==> src/rtl/lsu_axil_master.sv <==
// lsu_axil_master: converts one RV32I load/store request into a single AXI4-Lite
// transaction, with byte-lane steering on stores and sign/zero extension on loads.
// Exactly one transaction is in flight at a time.
//
// state   | meaning
// --------+------------------------------------------------------------
// S_IDLE  | waiting for LSU_REQ; request fields are latched on accept
// S_WR    | AWVALID/WVALID asserted, each held until its own handshake
// S_BRESP | BREADY high, waiting for the write response
// S_RADDR | ARVALID high until ARREADY; RREADY already high
// S_RDATA | RREADY high, waiting for read data
// S_FIN   | LSU_DONE (and LSU_ERR) high for this single cycle
module lsu_axil_master #(
  parameter int AXI_AWIDTH = 4,
  parameter int AXI_DWIDTH = 32
) (
  input  logic                    AXI_ACLK,
  input  logic                    AXI_ARESETN,
  input  logic                    LSU_REQ,
  input  logic                    LSU_WE,
  input  logic [2:0]              LSU_FUNCT3,
  input  logic [31:0]             LSU_ADDR,
  input  logic [31:0]             LSU_WDATA,
  output logic                    LSU_BUSY,
  output logic                    LSU_DONE,
  output logic                    LSU_ERR,
  output logic [31:0]             LSU_RDATA,
  output logic [AXI_AWIDTH-1:0]   AXI_AWADDR,
  output logic                    AXI_AWVALID,
  input  logic                    AXI_AWREADY,
  output logic [AXI_DWIDTH-1:0]   AXI_WDATA,
  output logic [AXI_DWIDTH/8-1:0] AXI_WSTRB,
  output logic                    AXI_WVALID,
  input  logic                    AXI_WREADY,
  input  logic [1:0]              AXI_BRESP,
  input  logic                    AXI_BVALID,
  output logic                    AXI_BREADY,
  output logic [AXI_AWIDTH-1:0]   AXI_ARADDR,
  output logic                    AXI_ARVALID,
  input  logic                    AXI_ARREADY,
  input  logic [AXI_DWIDTH-1:0]   AXI_RDATA,
  input  logic [1:0]              AXI_RRESP,
  input  logic                    AXI_RVALID,
  output logic                    AXI_RREADY
);

  typedef enum logic [2:0] {
    S_IDLE,
    S_WR,
    S_BRESP,
    S_RADDR,
    S_RDATA,
    S_FIN
  } state_t;

  state_t      state;
  logic [1:0]  addr_lo_q;
  logic [2:0]  funct3_q;

  logic        req_bad;
  logic [31:0] wdata_lanes;
  logic [3:0]  wstrb_lanes;
  logic [31:0] load_lane;
  logic [31:0] load_data;

  // Byte-address bits above the word index never reach the bus.
  logic unused_addr_hi;
  assign unused_addr_hi = ^LSU_ADDR[31:AXI_AWIDTH+2];

  // Reject misaligned halves/words and funct3 codes that are illegal for the direction.
  always_comb begin
    req_bad = 1'b1;
    case (LSU_FUNCT3)
      3'b000:  req_bad = 1'b0;
      3'b001:  req_bad = LSU_ADDR[0];
      3'b010:  req_bad = (LSU_ADDR[1:0] != 2'b00);
      3'b100:  req_bad = LSU_WE;
      3'b101:  req_bad = LSU_WE | LSU_ADDR[0];
      default: req_bad = 1'b1;
    endcase
  end

  // Replicate store data across lanes and build the matching byte strobe.
  always_comb begin
    wdata_lanes = LSU_WDATA;
    wstrb_lanes = 4'b1111;
    case (LSU_FUNCT3[1:0])
      2'b00: begin
        wdata_lanes = {4{LSU_WDATA[7:0]}};
        wstrb_lanes = 4'b0001 << LSU_ADDR[1:0];
      end
      2'b01: begin
        wdata_lanes = {2{LSU_WDATA[15:0]}};
        wstrb_lanes = 4'b0011 << {LSU_ADDR[1], 1'b0};
      end
      default: begin
        wdata_lanes = LSU_WDATA;
        wstrb_lanes = 4'b1111;
      end
    endcase
  end

  // Shift the addressed lane down and extend it according to the latched funct3.
  always_comb begin
    load_lane = AXI_RDATA >> {addr_lo_q, 3'b000};
    load_data = AXI_RDATA;
    case (funct3_q)
      3'b000:  load_data = {{24{load_lane[7]}}, load_lane[7:0]};
      3'b001:  load_data = {{16{load_lane[15]}}, load_lane[15:0]};
      3'b100:  load_data = {24'h000000, load_lane[7:0]};
      3'b101:  load_data = {16'h0000, load_lane[15:0]};
      default: load_data = AXI_RDATA;
    endcase
  end

  // Transaction FSM; every bus and LSU output is registered here.
  always_ff @(posedge AXI_ACLK or negedge AXI_ARESETN) begin
    if (!AXI_ARESETN) begin
      state       <= S_IDLE;
      addr_lo_q   <= 2'b00;
      funct3_q    <= 3'b000;
      LSU_BUSY    <= 1'b0;
      LSU_DONE    <= 1'b0;
      LSU_ERR     <= 1'b0;
      LSU_RDATA   <= '0;
      AXI_AWADDR  <= '0;
      AXI_AWVALID <= 1'b0;
      AXI_WDATA   <= '0;
      AXI_WSTRB   <= '0;
      AXI_WVALID  <= 1'b0;
      AXI_BREADY  <= 1'b0;
      AXI_ARADDR  <= '0;
      AXI_ARVALID <= 1'b0;
      AXI_RREADY  <= 1'b0;
    end else begin
      LSU_DONE <= 1'b0;
      case (state)
        S_IDLE: begin
          if (LSU_REQ) begin
            addr_lo_q <= LSU_ADDR[1:0];
            funct3_q  <= LSU_FUNCT3;
            LSU_BUSY  <= 1'b1;
            if (req_bad) begin
              LSU_DONE <= 1'b1;
              LSU_ERR  <= 1'b1;
              state    <= S_FIN;
            end else if (LSU_WE) begin
              AXI_AWADDR  <= LSU_ADDR[AXI_AWIDTH+1:2];
              AXI_WDATA   <= wdata_lanes;
              AXI_WSTRB   <= wstrb_lanes;
              AXI_AWVALID <= 1'b1;
              AXI_WVALID  <= 1'b1;
              state       <= S_WR;
            end else begin
              AXI_ARADDR  <= LSU_ADDR[AXI_AWIDTH+1:2];
              AXI_ARVALID <= 1'b1;
              AXI_RREADY  <= 1'b1;
              state       <= S_RADDR;
            end
          end
        end

        S_WR: begin
          // A channel whose VALID is already low has completed its handshake.
          if (AXI_AWVALID && AXI_AWREADY) AXI_AWVALID <= 1'b0;
          if (AXI_WVALID && AXI_WREADY) AXI_WVALID <= 1'b0;
          if ((!AXI_AWVALID || AXI_AWREADY) && (!AXI_WVALID || AXI_WREADY)) begin
            AXI_BREADY <= 1'b1;
            state      <= S_BRESP;
          end
        end

        S_BRESP: begin
          if (AXI_BVALID) begin
            AXI_BREADY <= 1'b0;
            LSU_ERR    <= |AXI_BRESP;
            LSU_DONE   <= 1'b1;
            state      <= S_FIN;
          end
        end

        S_RADDR: begin
          if (AXI_ARREADY) begin
            AXI_ARVALID <= 1'b0;
            if (AXI_RVALID) begin
              AXI_RREADY <= 1'b0;
              LSU_RDATA  <= load_data;
              LSU_ERR    <= |AXI_RRESP;
              LSU_DONE   <= 1'b1;
              state      <= S_FIN;
            end else begin
              state <= S_RDATA;
            end
          end
        end

        S_RDATA: begin
          if (AXI_RVALID) begin
            AXI_RREADY <= 1'b0;
            LSU_RDATA  <= load_data;
            LSU_ERR    <= |AXI_RRESP;
            LSU_DONE   <= 1'b1;
            state      <= S_FIN;
          end
        end

        S_FIN: begin
          LSU_ERR  <= 1'b0;
          LSU_BUSY <= 1'b0;
          state    <= S_IDLE;
        end

        default: begin
          LSU_BUSY <= 1'b0;
          state    <= S_IDLE;
        end
      endcase
    end
  end

endmodule
==> config.mk <==
export PLATFORM = sky130hd
export DESIGN_NAME = lsu_axil_master
export DESIGN_NICKNAME = d
export VERILOG_FILES = /design/src/rtl/lsu_axil_master.sv
export SDC_FILE = /design/constraint.sdc
export NUM_CORES = 1
export LEC_CHECK = 0
export ABC_AREA = 1
export BUFFER_PORTS_ARGS = -buffer_cell sky130_fd_sc_hd__buf_2
export CAP_MARGIN = 20
export CORE_MARGIN = 1.5
export CORE_UTILIZATION = 50
export CTS_CLUSTER_DIAMETER = 50
export DETAILED_ROUTE_END_ITERATION = 10
export PLACE_DENSITY_LB_ADDON = 0.3
export SETUP_SLACK_MARGIN = 0.1
export SYNTH_ARGS = -nofsm -noshare
export SYNTH_HDL_FRONTEND = slang
export SYNTH_SLANG_ARGS = --single-unit
==> constraint.sdc <==
create_clock -name AXI_ACLK -period 2.12 [get_ports AXI_ACLK]
set_clock_uncertainty 0.05 [all_clocks]
set_input_delay 0 -clock AXI_ACLK [delete_from_list [all_inputs] [get_ports AXI_ACLK]]
set_output_delay 0 -clock AXI_ACLK [all_outputs]
set_load 0.005 [all_outputs]
==> impl_results.md <==
- RSZ-0062 raised after global routing: no
- Mapped Cells: 697
- Pre-antenna DRT Iters: 5
- Cell Rows: 36
- CTS tree: done
- Peak VDD IR: 0.749 mV
- Commonest cells after routing, fill and taps aside: nand2_1, buf_2, dfrtp_1, nor2_1, inv_1
- Max transition margin: 0.595
- Yosys warning total: 0
- I/O pins: 196
- P_leak: 3.72 nW
- Vias/cell: between 5 and 6
- Largest net degree at the start of global routing: 60
- Worst-skew pair later-pin latency: 0.37 ns
- Syn Nets: approximately 810
- Max clock buf depth: 2
- Core ar.: 0.00986 sq mm
- Clock-pin slew on the worst setup and hold paths: 0.09 ns
- Synth Register Bits: between 90 and 100
- Global-route usage over all layers: 0.309
- Antenna cells: 0
- Full die area: 0.0108 sq mm
- Critical path, cell by cell: inv_2, nand3_1, nand2_1, o21ai_0, dlygate4sd3_1, nand2_1, nand4_1, nand2_1
- Post-DP HPWL: 10.6 mm
- Chip width: 104 microns
- Starting density of the core: 0.519
- Total of max-cap violations: 0
- Fmax achieved: ~530 MHz
- Initial antenna violation count: 0
- Yosys cell types: 34
- Grt total ovfl: 0
- Most frequent standard cell in the layout excluding fill and tap cells: nand2_1
- CP startpoint kind: flop
- Slew Viols, Final: 0
- Critical Path Most Common Cell: nand2_1
- Post-Place Worst Slack: 0.248 ns
- Final Hold Fails: 0
- Via count: 5534
- Final TNS setup: 0 ns
- First-pass GRT wire length: 27.1 mm
- Tmin final: 1.88 ns
- Final worst slack: 0.237 ns
- Clock sink count: 92
- Outcome: finished clean
- Clock root buffer: clkbuf_8
- CP max FO: 7
- Die height: 104 microns
- Avg WL per Cell: 14.9 microns
- WS Path Type: reg -> reg
- PD cells: 1210 mW/mm^2
- Synth Cell Area: 0.00512 sq mm
- CP Data Arrival Time: 2.14 ns
- Residual DRC count: 0
- Starting DRC count in detailed routing: ~370
- Hold crit path type: in -> reg
- Buffers on Ports: 169
- # nets final: 1046
- GPL Wtd Cong: 0.929
- Vias in the first global route: 5669
- Final setup violating endpoints: 0
- Seq/Total Area, Yosys: 0.450
- Number of buffers created by CTS: 9
- Period utilisation layout: 0.888
- Worst Tran Pin Value: 0.601 ns
- Crit end category: flop
- Area growth syn-to-layout: 37.0%
- Peak per-stage delay on the critical path: 0.56 ns
- Total routed wirelength: 15.9 mm
- Share of cells above drive strength 1: 0.242
- Hold WS: 0.0158 ns
- Number of antenna-violating nets in the routed design: 0
- H-tree levels: 3
- Critical-path top delay cell: dlygate4sd3_1
- Synthesized area per cell: 7.34 sq um
- Worst endpoint required time: 2.38 ns
[path summary, 6_finish.rpt]
| kind | depth (start not counted) | startpoint | slack, ns | end |
|---|---|---|---|---|
| max in group asynchronous | 3 | AXI_ARESETN | 1.30 | LSU_RDATA[6]$_DFFE_PN0P_ |
| setup / recovery | 8 | state[2]$_DFFE_PN0P_ | 0.24 | LSU_ERR$_DFFE_PN0P_ |
| min in group asynchronous | 2 | AXI_ARESETN | 0.10 | LSU_RDATA[3]$_DFFE_PN0P_ |
| setup reg to reg | 8 | state[2]$_DFFE_PN0P_ | 0.24 | LSU_ERR$_DFFE_PN0P_ |
| hold reg to reg | 2 | AXI_RREADY$_DFFE_PN0P_ | 0.43 | AXI_RREADY$_DFFE_PN0P_ |
| hold / removal | 5 | AXI_RDATA[17] | 0.02 | LSU_RDATA[17]$_DFFE_PN0P_ |
[per-stage QoR]
stage	total power, mW	utilization	cell area, sq um	std cells
2_1_floorplan	5.74	-	5120	697
5_1_grt	9.27	0.711	7010	1072
6_report	8.51	0.711	7010	1072
3_3_place_gp	7.05	0.613	6050	978
4_1_cts	8.43	0.710	7000	1071
3_5_place_dp	7.19	0.613	6050	978
[kinds of logic (layout without fill, tap and decap cells)]
group / Yosys count / in the layout / synth area share
simple gates: 345 / 345 / 0.290
compound gates: 133 / 133 / 0.149
buf+inv: 126 / 368 / 0.110
flops: 92 / 92 / 0.450
xor+xnor: 1 / 1 / 0.00171
[cells in the mapped netlist, drive strengths merged]
cell / instances / area share
o22ai: 1 / 0.0012
or2: 1 / 0.0017
dfrtp: 92 / 0.45
a21oi: 49 / 0.049
nor3: 1 / 0.0032
inv: 92 / 0.067
buf: 23 / 0.034
a31oi: 6 / 0.013
nand2: 194 / 0.15
o211ai: 14 / 0.021
o21bai: 1 / 0.0015
nor2: 95 / 0.079
nand4: 4 / 0.0049
clkbuf: 11 / 0.0086
o21a: 1 / 0.0015
xnor2: 1 / 0.0017
nand3: 50 / 0.052
o21ai: 61 / 0.062
[layer usage]
layer,vias to the layer above,wire (microns),track usage
li1,2682,-,-
met1,2520,6480,0.366
met2,279,7700,0.535
met3,53,1240,0.0695
met4,0,525,0.136
met5,-,0,0
[where the power goes]
part | leakage [nW] | switching (mW) | internal [mW]
sequential | 1.08 | 0.595 | 2.59
combinational | 2.56 | 2.44 | 1.78
clock | 0.0738 | 0.647 | 0.458
[repair_timing]
action / 4_1_cts / 5_1_grt
gates resized for setup: 0 / 2
buffers inserted: 0 / 1
endpoints found under the setup margin: 0 / 5
hold buffers: 77 / 0
endpoints found under the hold margin: 155 / 0
[flip-flops by register name, summed over array words and instances, names as in the netlist]
name / cells
addr_lo_q: 2
funct3_q: 3
AXI_BREADY: 1
LSU_ERR: 1
LSU_RDATA: 32
AXI_WVALID: 1
LSU_DONE: 1
AXI_AWVALID: 1
AXI_WDATA: 32
AXI_ARADDR: 4
LSU_BUSY: 1
AXI_WSTRB: 4
AXI_RREADY: 1
AXI_AWADDR: 4
state: 3
AXI_ARVALID: 1
[critical path: cells and delay by family (launching register included)]
family	cells	cell delay, ns
buf+inv	2	0.70
simple gates	5	0.50
flops	1	0.48
compound gates	1	0.08
[final cells by class]
cell class	count	area (sq um)
Clock buffer	11	141
Sequential cell	92	2300
Clock inverter	5	37.5
Inverter	92	345
Fill cell	752	2860
Multi-Input combinational cell	479	2250
Tap cell	133	166
Timing Repair Buffer	260	1760
Power figures use the tool's default switching activity.
